<file path="src/rtl/fetch_unit.sv">
// Instruction fetch stage: PC register, IF/ID pipeline register,
// RUN/HALT control with zero-word halt and redirect handling.
module fetch_unit #(
  parameter logic [31:0] RESET_PC     = 32'h0000_0000,
  parameter bit          HALT_ON_ZERO = 1'b1
) (
  input  logic        clk,
  input  logic        rst_n,
  input  logic        stall,
  input  logic        redirect_valid,
  input  logic [31:0] redirect_pc,
  output logic [31:0] imem_addr,
  input  logic [31:0] imem_inst,
  output logic        if_id_valid,
  output logic [31:0] if_id_pc,
  output logic [31:0] if_id_pc_plus4,
  output logic [31:0] if_id_inst,
  output logic        halted,
  output logic [31:0] fetch_count
);

  typedef enum logic [0:0] {
    S_RUN  = 1'b0,
    S_HALT = 1'b1
  } state_t;

  localparam logic [31:0] ALIGN = 32'hFFFF_FFFC;

  state_t      r_state;
  logic [31:0] r_pc;
  logic        r_valid;
  logic [31:0] r_id_pc;
  logic [31:0] r_id_pc4;
  logic [31:0] r_id_inst;
  logic [31:0] r_count;

  logic [31:0] w_pc_plus4;
  logic        w_take;
  logic [31:0] w_count_inc;

  assign w_pc_plus4  = r_pc + 32'd4;
  assign w_take      = (imem_inst != 32'd0) || !HALT_ON_ZERO;
  assign w_count_inc = (r_count == 32'hFFFF_FFFF) ? r_count
                                                  : r_count + 32'd1;

  always_ff @(posedge clk) begin
    if (!rst_n) begin
      r_state   <= S_RUN;
      r_pc      <= RESET_PC & ALIGN;
      r_valid   <= 1'b0;
      r_id_pc   <= 32'd0;
      r_id_pc4  <= 32'd0;
      r_id_inst <= 32'd0;
      r_count   <= 32'd0;
    end else if (redirect_valid) begin
      // redirect beats stall and zero-detect, and wakes from HALT
      r_state <= S_RUN;
      r_pc    <= redirect_pc & ALIGN;
      r_valid <= 1'b0;
    end else if (!stall) begin
      unique case (r_state)
        S_RUN: begin
          if (w_take) begin
            r_id_pc   <= r_pc;
            r_id_pc4  <= w_pc_plus4;
            r_id_inst <= imem_inst;
            r_valid   <= 1'b1;
            r_pc      <= w_pc_plus4;
            r_count   <= w_count_inc;
          end else begin
            r_valid <= 1'b0;
            r_state <= S_HALT;
          end
        end
        S_HALT: begin
          r_valid <= 1'b0;
        end
        default: begin
          r_state <= S_RUN;
        end
      endcase
    end
  end

  assign imem_addr      = r_pc;
  assign if_id_valid    = r_valid;
  assign if_id_pc       = r_id_pc;
  assign if_id_pc_plus4 = r_id_pc4;
  assign if_id_inst     = r_id_inst;
  assign halted         = (r_state == S_HALT);
  assign fetch_count    = r_count;

endmodule

</file>
<file path="config.mk">
export PLATFORM = sky130hd
export DESIGN_NAME = fetch_unit
export DESIGN_NICKNAME = d
export VERILOG_FILES = /design/src/rtl/fetch_unit.sv
export SDC_FILE = /design/constraint.sdc
export NUM_CORES = 1
export LEC_CHECK = 0
export ABC_AREA = 1
export CORE_MARGIN = 2
export CORE_UTILIZATION = 44
export CTS_CLUSTER_SIZE = 24
export DETAILED_ROUTE_END_ITERATION = 10
export PLACE_DENSITY = 0.73
export SYNTH_ARGS = -nofsm -noshare
export SYNTH_HDL_FRONTEND = slang
export SYNTH_SLANG_ARGS = --single-unit
export TNS_END_PERCENT = 1
</file>
<file path="constraint.sdc">
create_clock -name clk -period 2.1 [get_ports clk]
set_clock_uncertainty 0.1 [all_clocks]
set_input_delay 0.525 -clock clk [delete_from_list [all_inputs] [get_ports clk]]
set_output_delay 0.525 -clock clk [all_outputs]
set_load 0.03 [all_outputs]
</file>
==> results by group, run 1 <==
Outcome
  – Status: finished, final reports clean

Finish
  – Post-layout net count: 1513
  – Share of cells above drive strength 1: 9.01%
  – Design area: 0.0114 mm^2
  – Cell Count, Final, Fillers Out: 1679
  – Area delta synth->final: 44.6%
  – Ant diodes: 0

Die
  – Starting Density: 45.2%
  – Core Area: 0.0174 mm^2
  – Die Ht: 138 um
  – Boundary Pins: 230
  – Die area: 0.0190 mm^2
  – Num rows: 48
  – Chip Width: 138 um

Setup path
  – FF-to-FF End: imem_addr[28]
  – Crit-path max FO: 2
  – Cell family with most CP delay: buffers and inverters
  – R2R cell count: 11
  – Buffer and inverter count on the worst path: 1
  – R2R setup slack: 0.10 ns
  – Critical path arrival: 1.47 ns
  – Critical path depth: 1
  – CP peak stage delay: 0.70 ns
  – CP Launch Type: register
  – WS Path Type: register to output port
  – CP Capture Type: output port
  – CP max-delay cell: clkdlybuf4s50_1
  – Reg-to-reg startpoint: imem_addr[10]
  – Crit-path cells: clkdlybuf4s50_1
  – Worst EP required: 1.47 ns

Clocking
  – Clock-pin slew of the registers on the worst-case setup and hold paths: 0.06 ns
  – Clock Path Buffers: 2
  – Clock root cell: clkbuf_16
  – Num CTS Buffers: 17
  – Sink Count: 156
  – CTS tree: built
  – Clock Latency Late Sink: 0.43 ns
  – H-tree depth: 4

Synthesis
  – Synth top cells by count: 374 x nand2_1, 170 x nor2_1, 156 x dfxtp_1
  – Mapped Area: 0.00787 mm^2
  – Yosys cell types: 32
  – #FFs+latches synth: 156
  – Synth top area share: 39.7%
  – Syn_area_per_cell: 6.54 um^2
  – Cell count after synthesis: 1203
  – Asr flop ratio synth: 0%
  – Syn. warnings: 0
  – Post-synth top area cell: dfxtp_1
  – Synth area leaders: dfxtp_1 40%, nand2_1 18%, nand3_1 9.0%
  – Register area share after synthesis: 39.7%
  – Main flop type after synthesis: dfxtp_1
  – Post-synth EDFFs: 0
  – Count leader, synth: nand2_1

Power
  – Pwr Total: 7.38 mW
  – Pwr Density: 648 mW/mm^2
  – Max IR drop VDD: 0.520 mV
  – Leakage: 5.17 nW

Global route
  – First-pass GRT wire length: 40000 um
  – Vias in the first global route: 8019
  – Gr ovfl total: 0
  – Pin count of the biggest net entering global routing: 50
  – Initial antenna violation count: 0
  – Gr usage total: 26.6%

Route
  – Initial DRC Count: 709
  – Routed Antenna Nets: 0
  – DRC Markers: 0
  – First-pass iteration count of the detailed router: 5
  – Routed len/inst: 15.3 um
  – Post-DR vias/cell: 5.20
  – Via count: 8734
  – WL final: 25700 um

Worst hold path
  – Hold endpoint: if_id_pc[2]
  – Hold Path Stages: 2
  – Hold Crit Start: if_id_pc[2]
  – Worst min-delay path category: register to register

Job
  – Max-cap violations: 0

Place
  – # placed instances: 1649
  – Hpwl dp: 18200 um
  – Port Buf Inserts: 221
  – Area after DPL: 0.0107 mm^2
  – GPL Wtd Cong: 0.898

Timing
  – Achievable Freq: 478 MHz
  – RSZ-0062 raised after global routing: true
  – Fin crit period: 2.09 ns
  – Final setup violation count: 0
  – Slew Limit Fails: 0
  – Final Hold Viols: 0
  – Fin crit share: 99.7%
==> registers in the layout (all words and copies together) (netlist names) <==
signal and count:
fetch_count 32, halted 1, if_id_inst 32, if_id_pc 30, if_id_pc_plus4 30, if_id_valid 1
imem_addr 30
==> through the flow <==
stage | util, % | hold slack (ns) | TNS (ns) | worst slack, ns
after global routing | 65.3 | 0.372 | -0.0840 | -0.0372
final | 65.3 | 0.355 | 0 | 0.00649
after floorplan | - | 0.466 | 0 | 0.00353
after CTS | 64.5 | 0.352 | 0 | 0.000370
after global placement | 61.6 | 0.344 | -39.69 | -0.292
after detailed placement | 61.6 | 0.343 | -46.39 | -0.363
==> power breakdown <==
group	internal [mW]	switching [mW]	total [mW]
clock network	1.85	1.28	3.13
registers	3.05	0.0811	3.13
logic	0.459	0.651	1.11
total	5.36	2.01	7.38
==> cell families after synthesis <==
group | synth area share [%]
compound gates | 11.1
flops | 39.7
xor+xnor | 2.45
simple gates | 39.9
buf+inv | 6.57
fa+ha+maj | 0.318
other cells | 0.0476
==> layout by cell type, fill, tap and decap left out, types with 41 or more instances in the layout <==
cell,synthesis,routed
inv_1,42,41
dfxtp_1,156,156
nand3_1,142,141
clkdlybuf4s50_1,0,113
buf_4,9,52
a21oi_1,135,134
dlygate4sd2_1,0,62
dlymetal6s2s_1,0,46
nor2_1,170,164
nand2_1,374,373
==> repair_timing <==
item	4_1_cts	5_1_grt
hold buffers	0	0
endpoints found under the setup margin	62	101
pin swaps	0	0
gates resized for setup	62	57
setup buffers	0	0
==> worst max-delay path by stage <==
stage | slack (ns) | from | end
floorplan | 0.004 | fetch_count[1] | fetch_count[16]
global route | -0.04 | imem_addr[6] | imem_addr[30]
CTS | 0.0004 | halted | halted
finish | 0.006 | if_id_inst[1] | if_id_inst[1]
global placement | -0.29 | imem_inst[30] | imem_addr[23]
detailed placement | -0.36 | imem_inst[31] | fetch_count[1]
==> layout make-up <==
type | count | area, um^2
fillers | 1625 | 6040
multi-input cells | 936 | 4300
flip-flops and latches | 156 | 3120
repair buffers | 288 | 2930
clock buffers | 18 | 429
well taps | 225 | 282
inverters | 44 | 170
clock inverters | 12 | 149
==> metal layers <==
| layer | track usage (%) | up-vias | part of all wire [%] |
|---|---|---|---|
| met5 | 0 | - | 0 |
| met4 | 9.35 | 0 | 2.3 |
| met3 | 5.45 | 43 | 6.7 |
| met2 | 44.4 | 325 | 48 |
| met1 | 34.2 | 3969 | 43 |
| li1 | - | 4397 | - |
Note: power is estimated with default switching activity, not from simulation.
==> inputs of run 2 (changes only) <==
--- a/config.mk
+++ b/config.mk
@@ -10,7 +10,7 @@
 export CORE_UTILIZATION = 44
 export CTS_CLUSTER_SIZE = 24
 export DETAILED_ROUTE_END_ITERATION = 10
-export PLACE_DENSITY = 0.73
+export PLACE_DENSITY = 0.75
 export SYNTH_ARGS = -nofsm -noshare
 export SYNTH_HDL_FRONTEND = slang
 export SYNTH_SLANG_ARGS = --single-unit
==> run 2 against run 1 <==
  * Clock power barely moved
  * Worst hold slack lost 0.0043 ns
  * Die area did not move
  * Largest cell class unchanged
  * Maximum frequency grew 0.87%
  * Via count up 0.89%
  * First-iteration DRC count grew 3.9%
  * Count of clock-buffer cells in the layout increased by 1
  * Routed wire length decreased by 0.41%
  * Largest power group is now the clock network
  * Flip-flop and latch count stayed put
  * Critical path depth increased by 11
  * Non-clock buffer count is 11 higher
==> results by group, run 2 (same netlist as run 1, synthesis figures left out) <==
Outcome
  – Status: finished, final reports clean (unchanged)

Power
  – Pwr Density: 642 mW/mm^2 (was 648 mW/mm^2)
  – Max IR drop VDD: 0.595 mV (was 0.520 mV)
  – Pwr Total: 7.40 mW (was 7.38 mW)
  – Leakage: 5.44 nW (was 5.17 nW)

Setup path
  – Crit-path max FO: 17 (was 2)
  – CP Capture Type: register (was output port)
  – Critical path arrival: 2.30 ns (was 1.47 ns)
  – Buffer and inverter count on the worst path: 4 (was 1)
  – Cell family with most CP delay: buffers and inverters (unchanged)
  – WS Path Type: primary input to register (was register to output port)
  – CP max-delay cell: clkdlybuf4s50_1 (unchanged)
  – Crit-path cells: clkdlybuf4s50_1, nor2_2, nand2_1, nor2_2, nand2_2, buf_4, nor2_8, nor2_4, buf_12, clkbuf_16, nand3b_1, a21oi_1 (was clkdlybuf4s50_1)
  – CP peak stage delay: 0.45 ns (was 0.70 ns)
  – Most used cell, CP: nor2_2
  – CP Launch Type: primary input (was register)
  – Worst EP required: 2.32 ns (was 1.47 ns)

Route
  – Initial DRC Count: 737 (was 709)
  – Via count: 8812 (was 8734)
  – Routed len/inst: 15.1 um (was 15.3 um)
  – DRC Markers: 0 (unchanged)
  – WL final: 25600 um (was 25700 um)
  – First-pass iteration count of the detailed router: 5 (unchanged)
  – Routed Antenna Nets: 0 (unchanged)
  – Post-DR vias/cell: 5.21 (was 5.20)

Place
  – Hpwl dp: 18100 um (was 18200 um)
  – Port Buf Inserts: 221 (unchanged)
  – GPL Wtd Cong: 0.909 (was 0.898)
  – Area after DPL: 0.0108 mm^2 (was 0.0107 mm^2)

Timing
  – Fin crit share: 98.8% (was 99.7%)
  – Achievable Freq: 482 MHz (was 478 MHz)
  – Final Hold Viols: 0 (unchanged)
  – Final setup violation count: 0 (unchanged)
  – Fin crit period: 2.08 ns (was 2.09 ns)
  – Slew Limit Fails: 0 (unchanged)
  – Hold slack: 0.350 ns (was 0.355 ns)
  – RSZ-0062 raised after global routing: true (unchanged)

Global route
  – Gr usage total: 26.3% (was 26.6%)
  – First-pass GRT wire length: 39500 um (was 40000 um)
  – Vias in the first global route: 8025 (was 8019)
  – Pin count of the biggest net entering global routing: 38 (was 50)
  – Gr ovfl total: 0 (unchanged)
  – Initial antenna violation count: 0 (unchanged)

Finish
  – Post-layout net count: 1524 (was 1513)
  – Design area: 0.0115 mm^2 (was 0.0114 mm^2)
  – Ant diodes: 0 (unchanged)
  – Commonest non-fill, non-tap cell in the layout: nand2_1 (unchanged)
  – Share of cells above drive strength 1: 9.95% (was 9.01%)
  – Fillcell total: 1552 (was 1625)
  – Most frequent cells in the layout: 372 x nand2_1, 164 x nor2_1, 156 x dfxtp_1 (was 373 x nand2_1, 164 x nor2_1, 156 x dfxtp_1)
  – Area delta synth->final: 46.5% (was 44.6%)

Die
  – Boundary Pins: 230 (unchanged)
  – Starting Density: 45.2% (unchanged)
  – Die area: 0.0190 mm^2 (unchanged)
  – Chip Width: 138 um (unchanged)
  – Die Ht: 138 um (unchanged)
  – Core Area: 0.0174 mm^2 (unchanged)
  – Num rows: 48 (unchanged)

Clocking
  – CTS tree: built (unchanged)
  – Clock Latency Late Sink: 0.43 ns (about the same)
  – H-tree depth: 4 (unchanged)
  – Clock root cell: clkbuf_16 (unchanged)
  – Sink Count: 156 (unchanged)
  – CTS Hold Bufs: 0 (unchanged)
  – Clock-pin slew of the registers on the worst-case setup and hold paths: 0.06 ns (about the same)
  – Num CTS Buffers: 17 (unchanged)
  – Clock Path Buffers: 2 (unchanged)

Job
  – Max-cap violations: 0 (unchanged)

Worst hold path
  – Worst min-delay path category: register to register (unchanged)
[run 2: changes by cell type in the layout (fill, tap and decap cells not counted), sizes merged]
cell,change
clkdlybuf4s50,-15
buf,+10
bufinv,-1
dlygate4sd2,+4
clkinv,+4
clkinvlp,-3
clkbuf,+2
dlymetal6s2s,+11
inv,+1
[run 2: metal layers]
layer / track usage [%] / wire length [um]
met5: 0 / 0
met4: 8.22 / 509
met3: 7.43 / 1980
met2: 44.2 / 12400
met1: 32.7 / 10700
[run 2: worst reg2reg max path, stage by stage, from the launching register on]
cell	delay, ns
dfxtp_1	0.49
nand2_1	0.14
nor2_1	0.39
nand3_1	0.19
o21bai_1	0.26
nand3_1	0.12
nand2_1	0.07
nand2_1	0.06
a21oi_2	0.10
[run 2: report_power, final]
part           internal, mW  switching, mW  total, mW
registers              3.05         0.0763       3.13
clock network          1.82           1.32       3.14
logic                 0.474          0.659       1.13
[run 2: final timing paths]
path	from	to	slack [ns]	cells past startpoint
setup / recovery	imem_inst[30]	if_id_pc_plus4[9]	0.02	12
hold / removal	if_id_pc[2]	if_id_pc[2]	0.35	2
setup reg to reg	imem_addr[13]	imem_addr[19]	0.12	8
hold reg to reg	if_id_pc[2]	if_id_pc[2]	0.35	2
[run 2: metrics by stage]
stage          TNS (ns)  cells  worst slack (ns)  util, %
5_1_grt          -0.198   1692           -0.0193     66.2
3_5_place_dp     -51.67   1657            -0.418     61.9
6_report              0   1692            0.0246     66.2
2_1_floorplan         0   1208           0.00353        -
4_1_cts               0   1689         0.0000155     64.8
3_3_place_gp     -45.03   1657            -0.397     61.9
[run 2: area by class of cell]
type,instances,area [um^2],area share [%]
inverter,44,170,1.48
sequential,156,3120,27.1
timing repair buffer,299,3060,26.5
clock buffer,19,453,3.93
multi-input combinational,936,4300,37.3
tap,225,282,2.44
clock inverter,13,140,1.22
[run 2: timing repair]
action,CTS,global route
pin swaps,0,1
gates resized for setup,66,71
cloned,0,1
endpoints found under the setup margin,66,155
buffers inserted,0,2
==> inputs of run 3 (changes only) <==
--- a/config.mk
+++ b/config.mk
@@ -10,8 +10,10 @@
 export CORE_UTILIZATION = 44
 export CTS_CLUSTER_SIZE = 24
 export DETAILED_ROUTE_END_ITERATION = 10
+export HOLD_SLACK_MARGIN = 0.1
 export PLACE_DENSITY = 0.75
+export SETUP_SLACK_MARGIN = 0.3
 export SYNTH_ARGS = -nofsm -noshare
 export SYNTH_HDL_FRONTEND = slang
 export SYNTH_SLANG_ARGS = --single-unit
-export TNS_END_PERCENT = 1
+export TNS_END_PERCENT = 100
==> run 3 against run 2 <==
  * Flip-flop and latch count is the same
  * Maximum frequency grew 12%
  * Sequential power is essentially flat
  * Critical endpoint is now if_id_pc_plus4[20]
==> results by group, run 3 (same netlist as run 1, synthesis figures left out) <==
Setup path
  – CP Launch Type: primary input (unchanged)
  – Crit-path max FO: 7 (was 17)
  – WS Path Type: primary input to register (unchanged)
  – Critical path arrival: 2.07 ns (was 2.30 ns)
  – CP Capture Type: register (unchanged)
  – Worst EP required: 2.31 ns (was 2.32 ns)

Global route
  – Gr ovfl total: 0 (unchanged)
  – First-pass GRT wire length: 43700 um (was 39500 um)
  – Pin count of the biggest net entering global routing: 72 (was 38)
  – Gr usage total: 29.3% (was 26.3%)
  – Vias in the first global route: 8622 (was 8025)
  – Initial antenna violation count: 0 (unchanged)

Clocking
  – H-tree depth: 4 (unchanged)
  – Clock-pin slew of the registers on the worst-case setup and hold paths: 0.07 ns (was 0.06 ns)
  – Num CTS Buffers: 17 (unchanged)
  – Clock root cell: clkbuf_16 (unchanged)
  – Clock Latency Late Sink: 0.43 ns (about the same)
  – CTS tree: built (unchanged)
  – Sink Count: 156 (unchanged)
  – Clock Path Buffers: 2 (unchanged)
  – CTS Hold Bufs: 0 (unchanged)

Outcome
  – Status: finished, final reports clean (unchanged)

Finish
  – Share of cells above drive strength 1: 31.6% (was 9.95%)
  – Post-layout net count: 1594 (was 1524)
  – Area delta synth->final: 58.8% (was 46.5%)
  – Design area: 0.0125 mm^2 (was 0.0115 mm^2)
  – Final core utilization: 71.8% (was 66.2%)
  – Cell Count, Final, Fillers Out: 1762 (was 1692)
  – Ant diodes: 0 (unchanged)
  – Most frequent cells in the layout: 358 x nand2_1, 125 x nand3_1, 125 x a21oi_1 (was 372 x nand2_1, 164 x nor2_1, 156 x dfxtp_1)
  – Commonest non-fill, non-tap cell in the layout: nand2_1 (unchanged)

Timing
  – Fin crit share: 88.5% (was 98.8%)
  – Fin Setup TNS: 0 ns (unchanged)
  – Final setup violation count: 0 (unchanged)
  – Final Hold Viols: 0 (unchanged)
  – Hold slack: 0.256 ns (was 0.350 ns)
  – Slew Limit Fails: 0 (unchanged)
  – Final worst-path setup slack: 0.242 ns (was 0.0246 ns)
  – RSZ-0062 raised after global routing: true (unchanged)
  – Achievable Freq: 538 MHz (was 482 MHz)
  – Fin crit period: 1.86 ns (was 2.08 ns)

Place
  – Hpwl dp: 18400 um (was 18100 um)
  – Port Buf Inserts: 221 (unchanged)
  – Setup Slack @ Placement: -0.703 ns (was -0.418 ns)
  – Area after DPL: 0.0109 mm^2 (was 0.0108 mm^2)
  – GPL Wtd Cong: 0.908 (was 0.909)
  – # placed instances: 1667 (was 1657)

Route
  – First-pass iteration count of the detailed router: 5 (unchanged)
  – Routed Antenna Nets: 0 (unchanged)
  – Routed len/inst: 17.3 um (was 15.1 um)
  – Via count: 9630 (was 8812)
  – Initial DRC Count: 951 (was 737)
  – Post-DR vias/cell: 5.47 (was 5.21)
  – DRC Markers: 0 (unchanged)
  – WL final: 30400 um (was 25600 um)

Die
  – Boundary Pins: 230 (unchanged)
  – Die Ht: 138 um (unchanged)
  – Starting Density: 45.2% (unchanged)
  – Num rows: 48 (unchanged)
  – Die area: 0.0190 mm^2 (unchanged)
  – Chip Width: 138 um (unchanged)
  – Core Area: 0.0174 mm^2 (unchanged)

Worst hold path
  – Worst min-delay path category: primary input to register (was register to register)

Power
  – Pwr Total: 7.61 mW (was 7.40 mW)
  – Max IR drop VDD: 0.604 mV (was 0.595 mV)
  – Pwr Density: 609 mW/mm^2 (was 642 mW/mm^2)
  – Leakage: 5.02 nW (was 5.44 nW)

Job
  – Max-cap violations: 0 (unchanged)
==> run 3: cell count changes in the layout (fill, tap and decap cells not counted), sizes merged, moves of 52 or more <==
cell / change
clkbuf: +52
clkdlybuf4s50: -66
dlymetal6s2s: -57
buf: +127
clkdlybuf4s15: +68
dlygate4sd2: -60
==> run 3: layout make-up <==
type | instances | area (um^2)
Clock buffer | 17 | 425
Inverter | 44 | 174
Multi-Input combinational cell | 939 | 4740
Sequential cell | 156 | 3200
Tap cell | 225 | 282
Timing Repair Buffer | 366 | 3510
Fill cell | 1397 | 4920
Clock inverter | 15 | 164
==> run 3: worst paths after layout <==
path,from,end,slack [ns],depth (start not counted)
hold / removal,imem_inst[23],if_id_inst[23],0.26,3
setup reg to reg,imem_addr[2],imem_addr[25],0.28,10
setup / recovery,imem_inst[11],if_id_pc_plus4[20],0.24,14
hold reg to reg,if_id_inst[17],if_id_inst[17],0.36,2
==> run 3: critical path, stage by stage <==
cell	delay (ns)
buf_2	0.11
nor2_2	0.08
nand2_2	0.10
nor2_4	0.16
nand2_2	0.08
buf_6	0.13
nor2_8	0.14
buf_12	0.12
nor2_4	0.04
buf_12	0.16
buf_12	0.14
buf_16	0.13
nand4_1	0.07
a21oi_1	0.06
==> run 3: power breakdown <==
part	internal [mW]	total (mW)	switching [mW]
Clock	1.78	3.17	1.39
Combinational	0.558	1.31	0.748
Sequential	3.05	3.14	0.0903
==> run 3: layer usage <==
metal | vias up | global-route usage [%] | share of wire, %
met4 | 0 | 12.1 | 3.5
met2 | 523 | 49.4 | 49
met5 | - | 0 | 0
met3 | 86 | 5.04 | 8.1
met1 | 4466 | 37.0 | 39
li1 | 4555 | - | -
==> run 3: repair_timing <==
| action | 4_1_cts | 5_1_grt |
|---|---|---|
| gates cloned | 14 | 5 |
| resized for setup | 567 | 244 |
| endpoints found under the hold margin | 0 | 0 |
| pin swaps | 46 | 49 |
| buffers inserted | 21 | 23 |
| setup endpoints to repair | 311 | 247 |
